$ cat src/rtl/mux_pkg.sv
// Shared types and defaults for the registered N:1 multiplexer.
//   mode_t      : select policy (fixed index or round-robin)
//   buf_state_t : occupancy of the two-entry output buffer
package mux_pkg;

  typedef enum logic {
    MODE_FIXED = 1'b0,
    MODE_RR    = 1'b1
  } mode_t;

  typedef enum logic [1:0] {
    EMPTY = 2'd0,
    ONE   = 2'd1,
    FULL  = 2'd2
  } buf_state_t;

  localparam int unsigned DATA_WIDTH_DEF = 16;
  localparam int unsigned NUM_INPUTS_DEF = 4;

endpackage

$ cat src/rtl/rr_arbiter.sv
// Round-robin priority search.
//   req       : request vector, one bit per channel
//   ptr       : channel with highest priority this cycle
//   gnt_idx   : first requesting channel at or after ptr (wrapping)
//   gnt_valid : at least one channel is requesting
module rr_arbiter #(
  parameter int unsigned NUM_INPUTS = 4,
  parameter int unsigned SEL_WIDTH  = $clog2(NUM_INPUTS)
) (
  input  logic [NUM_INPUTS-1:0] req,
  input  logic [SEL_WIDTH-1:0]  ptr,
  output logic [SEL_WIDTH-1:0]  gnt_idx,
  output logic                  gnt_valid
);

  int unsigned idx;

  always_comb begin
    gnt_idx   = '0;
    gnt_valid = 1'b0;
    idx       = 0;
    for (int unsigned k = 0; k < NUM_INPUTS; k++) begin
      idx = (32'(ptr) + k) % NUM_INPUTS;
      if (!gnt_valid && req[idx]) begin
        gnt_valid = 1'b1;
        gnt_idx   = SEL_WIDTH'(idx);
      end
    end
  end

endmodule

$ cat src/rtl/mux_nx1_reg.sv
// Registered N:1 multiplexer with fixed or round-robin channel selection
// feeding a two-entry output buffer.
//   clk, reset          : clock (rising edge), asynchronous active-high reset
//   data_in, valid_in   : per-channel words and valids
//   ready_out           : per-channel accept (only the granted channel)
//   mode_in, sel_in     : select policy and fixed-mode channel index
//   mux_out, sel_out    : head word of the buffer and its source channel
//   valid_out, ready_in : downstream handshake
module mux_nx1_reg
  import mux_pkg::*;
#(
  parameter int unsigned DATA_WIDTH = DATA_WIDTH_DEF,
  parameter int unsigned NUM_INPUTS = NUM_INPUTS_DEF,
  parameter int unsigned SEL_WIDTH  = $clog2(NUM_INPUTS)
) (
  input  logic                                 clk,
  input  logic                                 reset,
  input  logic [NUM_INPUTS-1:0][DATA_WIDTH-1:0] data_in,
  input  logic [NUM_INPUTS-1:0]                valid_in,
  output logic [NUM_INPUTS-1:0]                ready_out,
  input  logic                                 mode_in,
  input  logic [SEL_WIDTH-1:0]                 sel_in,
  output logic [DATA_WIDTH-1:0]                mux_out,
  output logic                                 valid_out,
  input  logic                                 ready_in,
  output logic [SEL_WIDTH-1:0]                 sel_out
);

  buf_state_t                state_q, state_d;
  logic [DATA_WIDTH-1:0]     head_data_q, head_data_d, tail_data_q, tail_data_d;
  logic [SEL_WIDTH-1:0]      head_sel_q, head_sel_d, tail_sel_q, tail_sel_d;
  logic [SEL_WIDTH-1:0]      rr_ptr_q, rr_ptr_d;
  logic [SEL_WIDTH-1:0]      rr_idx, gnt_idx;
  logic                      rr_valid, gnt_valid;
  logic                      push, pop;
  logic [DATA_WIDTH-1:0]     push_data;

  rr_arbiter #(
    .NUM_INPUTS (NUM_INPUTS),
    .SEL_WIDTH  (SEL_WIDTH)
  ) u_rr_arbiter (
    .req       (valid_in),
    .ptr       (rr_ptr_q),
    .gnt_idx   (rr_idx),
    .gnt_valid (rr_valid)
  );

  // Fixed mode grants sel_in even if that channel is idle; out-of-range
  // indices grant nothing.
  always_comb begin
    if (mode_t'(mode_in) == MODE_RR) begin
      gnt_idx   = rr_idx;
      gnt_valid = rr_valid;
    end else begin
      gnt_idx   = sel_in;
      gnt_valid = (32'(sel_in) < NUM_INPUTS);
    end
  end

  // ready_out never looks at ready_in, so a FULL buffer blocks input even
  // when a pop is happening this cycle.
  always_comb begin
    ready_out = '0;
    if (gnt_valid && (state_q != FULL)) begin
      ready_out[gnt_idx] = 1'b1;
    end
  end

  assign push      = |(ready_out & valid_in);
  assign push_data = data_in[gnt_idx];
  assign valid_out = (state_q != EMPTY);
  assign pop       = valid_out && ready_in;

  always_comb begin
    state_d     = state_q;
    head_data_d = head_data_q;
    head_sel_d  = head_sel_q;
    tail_data_d = tail_data_q;
    tail_sel_d  = tail_sel_q;
    case (state_q)
      EMPTY: begin
        if (push) begin
          head_data_d = push_data;
          head_sel_d  = gnt_idx;
          state_d     = ONE;
        end
      end
      ONE: begin
        if (push && pop) begin
          head_data_d = push_data;
          head_sel_d  = gnt_idx;
        end else if (push) begin
          tail_data_d = push_data;
          tail_sel_d  = gnt_idx;
          state_d     = FULL;
        end else if (pop) begin
          state_d = EMPTY;
        end
      end
      FULL: begin
        if (pop) begin
          head_data_d = tail_data_q;
          head_sel_d  = tail_sel_q;
          state_d     = ONE;
        end
      end
      default: state_d = EMPTY;
    endcase
  end

  always_comb begin
    rr_ptr_d = rr_ptr_q;
    if (push && (mode_t'(mode_in) == MODE_RR)) begin
      rr_ptr_d = (32'(gnt_idx) == NUM_INPUTS - 1) ? '0 : gnt_idx + SEL_WIDTH'(1);
    end
  end

  always_ff @(posedge clk or posedge reset) begin
    if (reset) begin
      state_q     <= EMPTY;
      head_data_q <= '0;
      head_sel_q  <= '0;
      tail_data_q <= '0;
      tail_sel_q  <= '0;
      rr_ptr_q    <= '0;
    end else begin
      state_q     <= state_d;
      head_data_q <= head_data_d;
      head_sel_q  <= head_sel_d;
      tail_data_q <= tail_data_d;
      tail_sel_q  <= tail_sel_d;
      rr_ptr_q    <= rr_ptr_d;
    end
  end

  assign mux_out = head_data_q;
  assign sel_out = head_sel_q;

endmodule
$ cat config.mk
export PLATFORM = sky130hd
export DESIGN_NAME = mux_nx1_reg
export DESIGN_NICKNAME = d
export VERILOG_FILES = /design/src/rtl/mux_pkg.sv /design/src/rtl/rr_arbiter.sv /design/src/rtl/mux_nx1_reg.sv
export SDC_FILE = /design/constraint.sdc
export NUM_CORES = 1
export LEC_CHECK = 0
export ABC_AREA = 1
export BUFFER_PORTS_ARGS = -buffer_cell sky130_fd_sc_hd__buf_2
export CAP_MARGIN = 10
export CORE_MARGIN = 1
export CORE_UTILIZATION = 47
export CTS_BUF_LIST = sky130_fd_sc_hd__clkbuf_8
export DETAILED_ROUTE_END_ITERATION = 7
export PLACE_DENSITY = 0.77
export SETUP_SLACK_MARGIN = 0.4
export SLEW_MARGIN = 20
export SYNTH_ARGS = -nofsm -noshare
export SYNTH_HDL_FRONTEND = slang
export SYNTH_SLANG_ARGS = --single-unit
$ cat constraint.sdc
create_clock -name clk -period 2.8 [get_ports clk]
set_input_delay 0.14 -clock clk [delete_from_list [all_inputs] [get_ports clk]]
set_output_delay 0.14 -clock clk [all_outputs]
set_load 0.05 [all_outputs]
==> results of run 1 <==
-- cells in the final DEF (no fill, tap or decap), types with 2 or more instances in the layout --
master     netlist  layout
nand2_1        197     166
buf_2           13      94
nand3_1         53      51
dfrtp_1         40      38
nand2_2         13      37
buf_4            1      20
o21ai_0         28      19
o21ai_1         14      18
inv_1           12      13
nand2_4          1       9
buf_6            2       8
nor2_1          13       7
nand4_1          6       6
clkbuf_8         0       5
o21ai_4          1       4
nor2_2           0       4
buf_12           1       4
o21ai_2          1       3
nand2_8          1       3
inv_4            0       2
nor2_4           0       2
or2_2            2       2
clkbuf_16        0       2
buf_8            0       2
dfrtp_2          0       2
-- synth_stat cells --
cell      number  area share (%)
clkbuf_1       5            0.70
nor3b_1        1            0.28
buf_2         13             2.4
nand2_4        1            0.42
ha_1           1            0.47
dfrtp_1       40              37
a31oi_1        1            0.23
nor3_1         1            0.19
o21ai_4        1            0.61
buf_12         1            0.75
o21ai_1       14             2.6
inv_1         12             1.7
o21bai_1       1            0.28
nand2_2       13             3.0
nor2_1        13             1.8
nand2_8        1            0.75
nand4_1        6             1.4
nand2_1      197              28
inv_2          2            0.28
o21ai_0       28             5.2
o21ai_2        1            0.33
nand3_1       53             9.9
or2_2          2            0.47
buf_4          1            0.28
buf_6          2            0.84
-- final timing paths --
check	from	depth (start not counted)	to
worst max-delay path	rr_ptr_q[0]	22	mux_out[6]
worst max register to register	rr_ptr_q[0]	22	mux_out[6]
worst min-delay path	ready_in	2	state_q[1]
max in group asynchronous	reset	4	rr_ptr_q[1]
worst min register to register	sel_out[0]	2	sel_out[0]
min in group asynchronous	reset	4	tail_data_q[9]
-- worst register-to-register path: stages, from the launching register on --
cell     delay, ns
dfrtp_2       0.46
inv_4         0.12
buf_6         0.13
nand2_2       0.07
nand3_4       0.08
nand2_2       0.06
inv_1         0.05
nand2_1       0.04
nand2_1       0.05
nand2_1       0.07
nand2_1       0.09
nand2_2       0.07
nand2_4       0.10
ha_4          0.12
nor3b_4       0.21
nand2_1       0.10
nand2_2       0.11
o21ai_2       0.08
nand2_4       0.14
buf_12        0.16
nand2_4       0.09
nand2_2       0.09
nand2_1       0.05
-- power by group through the flow --
stage	Combinational, mW	Clock [mW]	Sequential [mW]
after floorplan	1.80	0	1.43
after global placement	2.70	0	1.00
after CTS	3.37	0.364	1.02
after detailed placement	2.75	0	1.02
final	3.77	0.360	1.05
after global routing	4.07	0.394	1.08
-- through the flow --
step / hold slack (ns) / setup slack (ns)
after floorplan: 0.235 / -0.164
after global placement: 0.288 / 0.207
after detailed placement: 0.299 / 0.111
after CTS: 0.0538 / 0.278
after global routing: 0.0647 / 0.0439
final: 0.0615 / 0.154
-- final cells by class --
cell class	instances	area [um2]	area share, %
multi-input combinational	338	1780	45.4
sequential	40	1000	25.6
timing repair buffer	132	908	23.2
tap	72	90.1	2.30
clock buffer	5	68.8	1.76
inverter	14	57.6	1.47
clock inverter	2	8.76	0.224
-- routing by layer --
metal / up-vias / wire [um] / GRT usage [%]
li1: 1565 / - / -
met1: 1499 / 3680 / 37.4
met3: 22 / 521 / 3.88
met2: 142 / 3990 / 43.7
met5: - / 0 / 0
met4: 0 / 210 / 8.68
-- kinds of logic (layout without fill, tap and decap cells) --
logic type / Yosys count / after routing / synth area share, %
AO/OA/AOI/OAI: 46 / 46 / 9.30
adder cells (fa/ha/maj): 1 / 1 / 0.467
flip-flops: 40 / 40 / 37.4
buffers and inverters: 36 / 153 / 6.96
AND/OR/NAND/NOR: 288 / 291 / 45.9
-- state kept, by name (all words and copies together) (netlist names) --
register     flops
state_q          2
tail_sel_q       2
sel_out          2
mux_out         16
rr_ptr_q         2
tail_data_q     16
-- what timing repair did --
item / in CTS / in global routing
resized for setup: 46 / 38
endpoints found under the hold margin: 40 / 0
pin swaps: 5 / 23
setup endpoints to repair: 43 / 44
gates cloned: 5 / 2
hold buffers: 1 / 0
buffers inserted: 14 / 7
==> out/metrics.yaml, run 1 <==
outcome: "finished clean"
setup_viol: 0
crit_arrival_ns: 2.82
start_util_pct: 48.6
drtPass1Iterations: 4
p_int_mw: 2.42
clkTransAtPathRegs_ns: 0.08
grt_pass1_wl_um: 13000
ff2ff_setup_slack_ns: 0.15
port_buffers: 96
drive_gt1_share_pct: 39.7
drt-initial-drc-count: 247
path_class: "flip-flop to flip-flop"
finalSetupTns_ns: 0
p_per_area_nw_per_um2: 1320
yosysWarnings: 0
worst_pin_slew_ns: 0.672
wl_per_cell_um: 13.9
netSwitchingFraction_pct: 53.2
power_frac_clock_pct: 7.0
num_rows: 27
syn_area_um2: 2680
critPathSlowestCell: "dfrtp_2"
clock_path_buffers: 2
die-area_um2: 6000
critical-path-top-delay-family: "simple AND/OR/NAND/NOR gates"
cts_htree_levels: 2
cts.sinks: 40
synth_cell_type_count: 25
die_h_um: 77.5
worst-path-buf-inv: 4
grt_max_degree: 41
num-nets-final: 606
vias: 3228
worstPathCellList: "inv_4 -> buf_6 -> nand2_2 -> nand3_4 -> nand2_2 -> inv_1 -> nand2_1 -> nand2_1 -> nand2_1 -> nand2_1 -> nand2_2 -> nand2_4 -> ha_4 -> nor3b_4 -> nand2_1 -> nand2_2 -> o21ai_2 -> nand2_4 -> buf_12 -> nand2_4 -> nand2_2 -> nand2_1"
vdd.ir_drop.worst_uv: 646
drv_cap: 0
place_area_um2: 3240
critPathMaxStageDelay_ns: 0.46
crit_path_max_fanout: 6
tritoncts: "done"
cts_buffers: 5
worst_ep_required_time_ns: 2.98
fin_crit_sh_pct: 94.5
grt_overflow_total: 0
clock_skew_ns: 0.0112
finish.utilization_pct: 71.1
place_inst: 567
antenna_found_initial: 0
globalplace.congestion: 0.875
cp-end-kind: "flip-flop"
min_path_type: "input port to flip-flop"
core_um2: 5510
track_usage_pct: 27.1
relSlewSlack_pct: 55.1
drc: 0
slew_viol_final: 0
dieWidth_um: 77.5
synth_seq_area_share_pct: 37.4
fillCellCount: 452
design_area_um2: 3920
syn_inst: 411
syn_nets: 486
syn_avg_cell_area_um2: 6.51
seq_power_share_pct: 20.2
diodes: 0
p_leak_nw: 2.06
clk_latency_ns: 0.29
synth-seq-cells: 40
grt_pass1_vias: 2859
worstSetupStartpointType: "flip-flop"
layout.cells.non_filler: 603
ant_nets: 0
max_freq_mhz: 378
power_mw: 5.18
rsz0062_at_grt: "true"
syn2layout_area_growth_pct: 46.3
viasPerCell: 5.35
p_sw_mw: 2.76
power_frac_comb_pct: 72.9
min_period_ns: 2.65
root_buffer: "clkbuf_8"
hold_viol_final: 0
dp.final_hpwl_um: 5190
pin_count: 97
crit_top_cell: "nand2_1"
wl_um: 8400
No activity file was read; power rests on OpenSTA's default activity.
==> run 2: changes to the inputs <==
CELL_PAD_IN_SITES_DETAIL_PLACEMENT = 0   (was unset)
CELL_PAD_IN_SITES_GLOBAL_PLACEMENT = 1   (was unset)
CORE_UTILIZATION = 31   (was 47)
CTS_CLUSTER_DIAMETER = 60   (was unset)
PLACE_DENSITY = 0.76   (was 0.77)
==> run 2 against run 1 <==
Effect of this change:
- first-iteration DRC count fell by 40%
- critical endpoint is now sel_out[1]
- clock-buffer cell count rose by 1
- flip-flop and latch count is the same
- die area increased by 50%
- critical path type unchanged
- combinational power is 8.2% lower
==> out/metrics.yaml, run 2 (synthesis gave the netlist of run 1 again) <==
outcome: "finished clean"
reg2regPathDepth: 20  # -9.1%
crit_path_max_fanout: 7  # +1
drt-initial-drc-count: 147  # -40%
wl_per_cell_um: 13.3  # -4.5%
highest_layer: "met4"
diodes: 0  # unchanged
min_period_ns: 2.57  # -0.0735 ns
place_inst: 601  # +6.0%
crit_arrival_ns: 2.74  # -0.08 ns
globalplace.congestion: 0.818  # -6.4%
die-area_um2: 9010  # +50%
relSlewSlack_pct: 33.6  # -21 points
wl_um: 8330  # -0.83%
worst_hold_slack_ns: 0.0490  # -0.0125 ns
ant_nets: 0  # unchanged
wl_met2_um: 3850  # -3.6%
slew_viol_final: 0  # unchanged
viasPerCell: 4.82  # -10%
pre_cts_ws_ns: 0.159  # +0.0471 ns
p_per_area_nw_per_um2: 1280  # -3.3%
place_area_um2: 3310  # +1.9%
wl_met3_um: 410  # -21%
root_buffer: "clkbuf_8"
drc: 0  # unchanged
power_mw: 4.89  # -5.6%
register_area_um2: 1000  # -0.12%
cts.sinks: 40  # unchanged
syn2layout_area_growth_pct: 42.7
worst_pin_slew_ns: 0.993  # +0.321 ns
hold_depth: 2  # unchanged
setup_viol: 0  # unchanged
fin_ws_ns: 0.228  # +0.0735 ns
dp.final_hpwl_um: 5660  # +9.1%
clkTransAtPathRegs_ns: 0.08  # about the same
fin_crit_sh_pct: 91.9  # -2.6 points
grt_max_degree: 41  # unchanged
num_rows: 33  # +22%
p_leak_nw: 1.99  # -3.1%
core_um2: 8300  # +51%
pin_count: 97  # unchanged
die_h_um: 94.9  # +23%
start_util_pct: 32.3  # -16 points
path_class: "flip-flop to flip-flop"
clock_path_buffers: 2  # unchanged
worstSetupStartpointType: "flip-flop"
cp-end-kind: "flip-flop"
track_usage_pct: 18.0  # -9.1 points
vias: 3016  # -6.6%
tritoncts: "done"
multi_input_area_um2: 1720  # -3.5%
dieWidth_um: 94.9  # +23%
min_path_type: "input port to flip-flop"
hold_viol_final: 0  # unchanged
wl_met1_um: 4020  # +9.2%
grt_overflow_total: 0  # unchanged
design_area_um2: 3820  # -2.4%
finish.utilization_pct: 46.0  # -25 points
antenna_found_initial: 0  # unchanged
most-common-layout-cells: "nand2_1 (180), buf_2 (92), nand3_1 (48), dfrtp_1 (39), nand2_2 (27)"
drive_gt1_share_pct: 36.5  # -3.3 points
max_freq_mhz: 389  # +2.9%
port_buffers: 96  # unchanged
drtPass1Iterations: 4  # unchanged
fillCellCount: 861  # +90%
worst_ep_required_time_ns: 2.97  # about the same
rsz0062_at_grt: "true"
cts_htree_levels: 2  # unchanged
finalSetupTns_ns: 0  # unchanged
layout.cells.non_filler: 626  # +3.8%
vdd.ir_drop.worst_uv: 416  # -35%
drv_cap: 0  # unchanged
num-nets-final: 595  # -1.8%
clk_latency_ns: 0.30  # about the same
cts_buffers: 5  # unchanged
clock_skew_ns: 0.0108  # -0.000418 ns
grt_pass1_vias: 2644  # -7.5%
grt_pass1_wl_um: 12800  # -1.5%
final_common_cell: "nand2_1"
==> run 2: cell count changes in the layout (fill, tap and decap cells not counted), sizes merged <==
cell,delta
clkbuf,+2
clkinvlp,+1
buf,-12
inv,-1
==> run 2: layout make-up <==
| cell class | count | share of cell area [%] |
|---|---|---|
| clock buffer | 6 | 2.16 |
| clock inverter | 2 | 0.295 |
| inverter | 14 | 1.51 |
| multi-input combinational | 338 | 44.9 |
| sequential | 40 | 26.2 |
| tap | 105 | 3.44 |
| timing repair buffer | 121 | 21.4 |
==> run 2: path summary, 6_finish.rpt <==
kind	start	to	slack [ns]
worst max-delay path	rr_ptr_q[0]	sel_out[1]	0.23
worst min-delay path	ready_in	state_q[1]	0.05
worst max register to register	rr_ptr_q[0]	sel_out[1]	0.23
worst min register to register	mux_out[13]	mux_out[13]	0.48
max in group asynchronous	reset	rr_ptr_q[0]	1.92
min in group asynchronous	reset	mux_out[9]	0.51
==> run 2: critical path, cell delays in order, from the launching register on <==
cell,delay [ns]
dfrtp_2,0.47
buf_6,0.16
nand2_1,0.09
nand3_2,0.09
nand2_2,0.09
inv_1,0.04
nand2_1,0.04
nand2_1,0.05
nand2_2,0.08
nand2_1,0.05
nand2_1,0.07
nand2_2,0.08
ha_4,0.16
nor3b_4,0.14
nand2_1,0.10
nand2_2,0.07
o21ai_4,0.25
nand2_8,0.10
buf_6,0.14
nand3_1,0.07
nand2_1,0.08
==> run 2: metal layers <==
metal	GRT usage (%)	vias up
met5	0	-
met4	4.92	0
met3	2.98	4
met2	26.4	87
met1	27.0	1382
li1	-	1543
==> run 2: repair_timing <==
item                                   4_1_cts  5_1_grt
setup endpoints to repair                   44       44
endpoints found under the hold margin       40        0
pin swaps                                    4       21
gates resized for setup                     24       41
buffers inserted                             3        5
gates cloned                                 2        6
hold buffers                                 1        0
==> run 2: power breakdown <==
part	internal (mW)	switching (mW)	total, mW
logic	1.21	2.25	3.46
registers	0.855	0.168	1.02
clock network	0.197	0.205	0.402
